## src/rtl/uart_pkg.sv

```systemverilog
// Shared UART definitions for the receive and transmit paths.
// Holds the data width and the receiver state encoding.
package uart_pkg;

  localparam int UART_DATA_BITS = 8;

  typedef enum logic [2:0] {
    RX_IDLE,
    RX_START,
    RX_DATA,
    RX_STOP,
    RX_WAIT_IDLE
  } uart_rx_state_t;

endpackage

```

## src/rtl/uart_sync.sv

```systemverilog
// Multi-flop synchronizer for an asynchronous serial line.
// Resets to 1 so an idle-high line produces no spurious edge.
module uart_sync #(
  parameter int SYNC_STAGES = 2
) (
  input  logic baud_clk,
  input  logic rst,
  input  logic i_d,
  output logic o_q
);

  logic [SYNC_STAGES-1:0] r_chain;

  always_ff @(posedge baud_clk or posedge rst) begin
    if (rst) begin
      r_chain <= '1;
    end else begin
      r_chain <= {r_chain[SYNC_STAGES-2:0], i_d};
    end
  end

  assign o_q = r_chain[SYNC_STAGES-1];

endmodule

```

## src/rtl/uart_rx.sv

```systemverilog
// Oversampling 8N1 UART receiver with a one-entry output buffer,
// framing/overrun reporting and rts flow control.
module uart_rx
  import uart_pkg::*;
#(
  parameter int OVERSAMPLE  = 16,
  parameter int SYNC_STAGES = 2
) (
  input  logic       rst,
  input  logic       baud_clk,
  input  logic       rx,
  output logic [7:0] data_out,
  output logic       data_valid,
  input  logic       data_ack,
  output logic       frame_err,
  output logic       overrun,
  output logic       rts
);

  localparam int TW = $clog2(OVERSAMPLE);
  localparam int BW = $clog2(UART_DATA_BITS);
  localparam logic [TW-1:0] HALF = TW'(OVERSAMPLE / 2 - 1);
  localparam logic [TW-1:0] FULL = TW'(OVERSAMPLE - 1);
  localparam logic [BW-1:0] LAST = BW'(UART_DATA_BITS - 1);

  logic w_rx_s;

  uart_sync #(
    .SYNC_STAGES(SYNC_STAGES)
  ) u_sync (
    .baud_clk(baud_clk),
    .rst     (rst),
    .i_d     (rx),
    .o_q     (w_rx_s)
  );

  uart_rx_state_t            r_state;
  uart_rx_state_t            w_state_nxt;
  logic [TW-1:0]             r_tick;
  logic [TW-1:0]             w_tick_nxt;
  logic [BW-1:0]             r_bit_cnt;
  logic [BW-1:0]             w_bit_nxt;
  logic [UART_DATA_BITS-1:0] r_shift;
  logic [UART_DATA_BITS-1:0] w_shift_nxt;
  logic                      w_commit;

  always_ff @(posedge baud_clk or posedge rst) begin
    if (rst) begin
      r_state   <= RX_IDLE;
      r_tick    <= '0;
      r_bit_cnt <= '0;
      r_shift   <= '0;
    end else begin
      r_state   <= w_state_nxt;
      r_tick    <= w_tick_nxt;
      r_bit_cnt <= w_bit_nxt;
      r_shift   <= w_shift_nxt;
    end
  end

  always_comb begin
    w_state_nxt = r_state;
    w_tick_nxt  = r_tick;
    w_bit_nxt   = r_bit_cnt;
    w_shift_nxt = r_shift;
    w_commit    = 1'b0;
    unique case (r_state)
      RX_IDLE: begin
        if (!w_rx_s) begin
          w_state_nxt = RX_START;
          w_tick_nxt  = '0;
        end
      end
      RX_START: begin
        if (r_tick == HALF) begin
          w_tick_nxt = '0;
          if (!w_rx_s) begin
            w_state_nxt = RX_DATA;
            w_bit_nxt   = '0;
          end else begin
            w_state_nxt = RX_IDLE;
          end
        end else begin
          w_tick_nxt = r_tick + TW'(1);
        end
      end
      RX_DATA: begin
        if (r_tick == FULL) begin
          w_tick_nxt  = '0;
          w_shift_nxt = {w_rx_s, r_shift[UART_DATA_BITS-1:1]};
          w_bit_nxt   = r_bit_cnt + BW'(1);
          if (r_bit_cnt == LAST) begin
            w_state_nxt = RX_STOP;
          end
        end else begin
          w_tick_nxt = r_tick + TW'(1);
        end
      end
      RX_STOP: begin
        if (r_tick == FULL) begin
          w_tick_nxt  = '0;
          w_commit    = 1'b1;
          w_state_nxt = w_rx_s ? RX_IDLE : RX_WAIT_IDLE;
        end else begin
          w_tick_nxt = r_tick + TW'(1);
        end
      end
      RX_WAIT_IDLE: begin
        if (w_rx_s) begin
          w_state_nxt = RX_IDLE;
        end
      end
      default: begin
        w_state_nxt = RX_IDLE;
      end
    endcase
  end

  logic [7:0] r_data;
  logic       r_valid;
  logic       r_ferr;
  logic       r_overrun;
  logic       w_free;

  // An ack in the commit cycle frees the slot for the incoming byte.
  assign w_free = !r_valid || data_ack;

  always_ff @(posedge baud_clk or posedge rst) begin
    if (rst) begin
      r_data    <= '0;
      r_valid   <= 1'b0;
      r_ferr    <= 1'b0;
      r_overrun <= 1'b0;
    end else if (w_commit) begin
      if (w_free) begin
        r_data  <= r_shift;
        r_ferr  <= ~w_rx_s;
        r_valid <= 1'b1;
        if (data_ack) begin
          r_overrun <= 1'b0;
        end
      end else begin
        r_overrun <= 1'b1;
      end
    end else if (r_valid && data_ack) begin
      r_valid   <= 1'b0;
      r_overrun <= 1'b0;
    end
  end

  assign data_out   = r_data;
  assign data_valid = r_valid;
  assign frame_err  = r_ferr;
  assign overrun    = r_overrun;
  assign rts        = ~r_valid;

endmodule

```

## config.mk

```make
export PLATFORM = sky130hd
export DESIGN_NAME = uart_rx
export DESIGN_NICKNAME = d
export VERILOG_FILES = /design/src/rtl/uart_pkg.sv /design/src/rtl/uart_sync.sv /design/src/rtl/uart_rx.sv
export SDC_FILE = /design/constraint.sdc
export NUM_CORES = 1
export LEC_CHECK = 0
export CAP_MARGIN = 20
export CELL_PAD_IN_SITES_DETAIL_PLACEMENT = 1
export CELL_PAD_IN_SITES_GLOBAL_PLACEMENT = 1
export CORE_MARGIN = 3
export CORE_UTILIZATION = 44
export CTS_CLUSTER_DIAMETER = 50
export DETAILED_ROUTE_END_ITERATION = 8
export PLACE_DENSITY_LB_ADDON = 0.1
export RECOVER_POWER = 25
export SKIP_CTS_REPAIR_TIMING = 1
export SYNTH_ARGS = -nofsm -noshare
export SYNTH_HDL_FRONTEND = slang
export SYNTH_HIERARCHICAL = 1
export SYNTH_SLANG_ARGS = --single-unit
```

## constraint.sdc

```tcl
create_clock -name baud_clk -period 2.09 [get_ports baud_clk]
set_input_delay 0.418 -clock baud_clk [delete_from_list [all_inputs] [get_ports baud_clk]]
set_output_delay 0.418 -clock baud_clk [all_outputs]
set_load 0.05 [all_outputs]
```

==> results of run 1 <==
-- sequential cells by signal (all words and copies together) (netlist names) --
name	flops
frame_err	1
data_valid	1
r_shift	8
overrun	1
r_state	3
r_tick	4
r_bit_cnt	3
u_sync/r_chain	2
data_out	8
-- placed cells by master, fill, tap and decap left out, types with 2 or more instances in the layout --
master,n
clkbuf_1,2
mux2_2,17
o2bb2ai_1,2
nor2b_1,2
clkbuf_4,5
a21oi_1,4
nor2_1,3
clkdlybuf4s50_1,12
dfstp_2,2
nand2_1,3
dlygate4sd3_1,2
nand3_1,2
ha_1,3
inv_1,5
dfrtp_1,29
a22o_1,3
mux2i_1,2
buf_4,5
-- worst reg2reg max path: cells and delay by family (launching register included) --
| kind | cells | cell delay (ns) |
|---|---|---|
| muxes | 1 | 0.40 |
| adders and majority gates | 1 | 0.27 |
| and+or+nand+nor | 2 | 0.60 |
| DFF | 1 | 0.40 |
-- cells in the mapped netlist (all sizes together) (2+ instances only) --
master,instances,share of area
dfrtp,29,0.53
mux2,18,0.15
buf,5,0.028
inv,5,0.014
a21oi,4,0.014
a22o,3,0.019
ha,3,0.027
nand2,3,0.0082
nor2,3,0.0082
dfstp,2,0.038
mux2i,2,0.014
nand3,2,0.0072
nor2b,2,0.0091
o2bb2ai,2,0.013
-- metrics by stage --
stage                util  setup WS (ns)  total power [mW]
finish              0.570          0.150              1.32
global route        0.570          0.105              1.41
CTS                 0.570        0.00212              1.34
detailed placement  0.553          0.159              1.01
global placement    0.553          0.205             0.994
floorplan               -          0.436             0.945
-- cell type report --
| class | instances | area share |
|---|---|---|
| Clock buffer | 7 | 0.0275 |
| Clock inverter | 1 | 0.00305 |
| Inverter | 5 | 0.0114 |
| Multi-Input combinational cell | 61 | 0.333 |
| Sequential cell | 31 | 0.474 |
| Tap cell | 42 | 0.0320 |
| Timing Repair Buffer | 21 | 0.119 |
-- power groups by stage --
stage	clock, mW	combinational (mW)	sequential [mW]
2_1_floorplan	0	0.240	0.706
3_3_place_gp	0	0.241	0.753
3_5_place_dp	0	0.251	0.757
4_1_cts	0.340	0.254	0.745
5_1_grt	0.369	0.280	0.757
6_report	0.327	0.252	0.746
-- per-layer routing --
metal | vias up | share of wire | global-route usage
met5 | - | 0 | 0
met4 | 0 | 0.013 | 0.0636
met3 | 5 | 0.038 | 0.0517
met2 | 16 | 0.44 | 0.207
met1 | 443 | 0.50 | 0.219
li1 | 408 | - | -
-- how the worst max path moves through the flow --
stage                            from     endpoint  slack [ns]  depth (start not counted)
after floorplan             r_tick[0]  data_out[0]        0.44                          4
after global placement       data_ack  data_out[4]        0.21                          4
final                     data_out[7]  data_out[7]        0.15                          1
after detailed placement     data_ack  data_out[4]        0.16                          4
after CTS                  data_valid          rts       0.002                          2
after global routing      data_out[7]  data_out[7]        0.10                          1
-- cell families (layout without fill, tap and decap cells) --
| kind of cell | count (synthesis) | count (layout) | synth area share |
|---|---|---|---|
| AND/OR/NAND/NOR | 19 | 19 | 0.101 |
| multiplexers | 20 | 20 | 0.161 |
| AO/OA/AOI/OAI | 17 | 17 | 0.0933 |
| adder cells (fa/ha/maj) | 3 | 3 | 0.0272 |
| buffers and inverters | 10 | 34 | 0.0417 |
| XOR/XNOR | 2 | 2 | 0.0127 |
| flip-flops | 31 | 31 | 0.563 |
==> impl_summary.txt, run 1 <==
----------------------------------------------------
[Pwr]
  Sequential share of power ... 0.563
  Net switching component of the power ... 411 uW
  Switching share of power ... 0.310
  Clock share of power ... 0.247
  Pwr Density ... between 800 and 900 nW/um2
  P_int ... 914 uW
  LEAKAGE ... 0.793 nW
  Relative contribution of combinational cells to total power ... 0.190
  Maximum vdd drop ... approximately 0.00043 V

[Worst hold path]
  Worst hold path startpoint ... u_sync/r_chain[0]
  Hold Crit Class ... reg2reg
  Terminating pin of the worst hold path ... u_sync/r_chain[1]
  Hold Crit Depth ... 0

[Setup path]
  Critical path required time ... 1.67 ns
  Cell class contributing the biggest share of worst-path delay ... buffers and inverters
  WP buf/inv ... 1
  Crit-path max FO ... 2
  Worst-path cell with the longest stage delay ... clkdlybuf4s50_1
  Worst setup path category ... reg2out
  Setup crit end kind ... output pin
  Setup crit start kind ... flop
  Endpoint of the worst register-to-register path ... data_out[4]
  Crit path DAT ... roughly 1.5 ns
  Cell breakdown of the critical path ... clkdlybuf4s50_1
  Path depth of the worst reg2reg path ... 4
  Crit path largest cell delay ... around 0.81 ns
  Origin of the critical flop-to-flop path ... r_tick[0]
  Internal reg-to-reg setup slack ... 0.32 ns

[Synth]
  Post-synth net total ... approximately 110
  Synthesized netlist cell count ... ~100
  Number of enable flip-flop cells after synthesis ... 0
  Post-synthesis instance area ... ~1400 um2
  Dominant synthesized flop cell ... dfrtp_1
  Synth Warn # ... 6
  Proportion of synthesized flip-flops having asynchronous set or reset ... 1.00
  Post-synth cell types ... 36
  Mean instance size in the synthesized netlist ... 13.5 um2
  Register area share after synthesis ... 0.563
  Total of flip-flops plus latches after synthesis ... 31

[CTS]
  Clock tree from TritonCTS ... yes
  Worst-skew pair later-pin latency ... roughly 0.32 ns
  H-Tree Level Count ... 2
  Cell at the root of the clock tree ... clkbuf_4
  Clock transition at the registers of the reported paths ... 0.09 ns
  Sinks on Clock Net ... 31
  Number of buffers on the longest clock path ... 2
  Num CTS Buffers ... 5

[STA]
  Final worst-path cycle share ... 0.928
  Total count of hold-check failures in the final report ... 0
  Skew final ... 0.00357 ns
  Slew at the pin with the worst max-slew slack ... 0.709 ns
  Peak Freq ... 515 MHz
  Setup Viol. Count Final ... 0
  Unrepaired setup endpoints after global routing ... false
  Worst hold slack after final layout ... about 0.36 ns
  Final TNS setup ... 0 ns
  Max-slew headroom at the worst pin ... 0.527
  Period minus WS final ... a little under 2 ns
  Slew Viols, Final ... 0

[Placement]
  Routability congestion estimate from global placement ... between 0.7 and 0.8
  Half-perimeter wire length of the detailed placement result ... between 1.5 and 2 mm
  Buffers on Ports ... 15
  Number of cells after detailed placement ... between 150 and 200
  Placed instance area ... between 1500 and 2000 um2

[Final layout]
  Sequential standard cell area ... roughly 780 um2
  Multi-input gate area ... between 500 and 600 um2
  Final cell count without fillers ... about 170
  # nets final ... around 130
  Antenna diodes ... 0
  Synth-to-Final Area Change ... 18.7%
  Fillcell total ... a little under 300
  Post-route cell area ... ~1600 um2
  Fraction of layout cells with a size suffix above 1 ... 0.278

[Floorplanning]
  Number of placement rows ... 19
  Core box area ... ~2900 um2
  Initial standard-cell utilization of the core ... 0.480
  I/O pin count ... 16
  Vertical extent of the die ... 62.0 um
  DIE AREA ... slightly below 4000 um2
  Die X ... between 60 and 70 um

[Route]
  Total number of vias ... 872
  Avg WL per Cell ... roughly 15 um
  Via density ... approximately 5.2
  DR pass1 iterations ... 4
  Total Wirelength ... roughly 2.5 mm
  Iteration-0 DRC count of the detailed router ... 28
  Number of nets still failing antenna checks after routing ... 0
  Number of design rule violations left after detail routing ... 0

[GRT]
  Wire length of the first global-routing pass ... roughly 4 mm
  Vias in the first global route ... between 800 and 900
  Pin count of the biggest net entering global routing ... 30
  Total routing resource utilization after global routing ... 0.152
  Total congestion overflow ... 0
  Initial antenna violation count ... 0

[Job]
  Max-cap violations ... 0

[Run status]
  Status ... finished, final reports clean

----------------------------------------------------
No activity file was read; power rests on OpenSTA's default activity.
==> run 2: changes to the inputs <==
- TNS_END_PERCENT: not set -> 100
==> results of run 2 <==
Same layout as run 1: the final DEF is identical, and so are final timing and power.
==> run 3: changes to the inputs <==
- TNS_END_PERCENT: 100 -> not set
==> results of run 3 <==
Same layout as run 1: the final DEF is identical, and so are final timing and power.
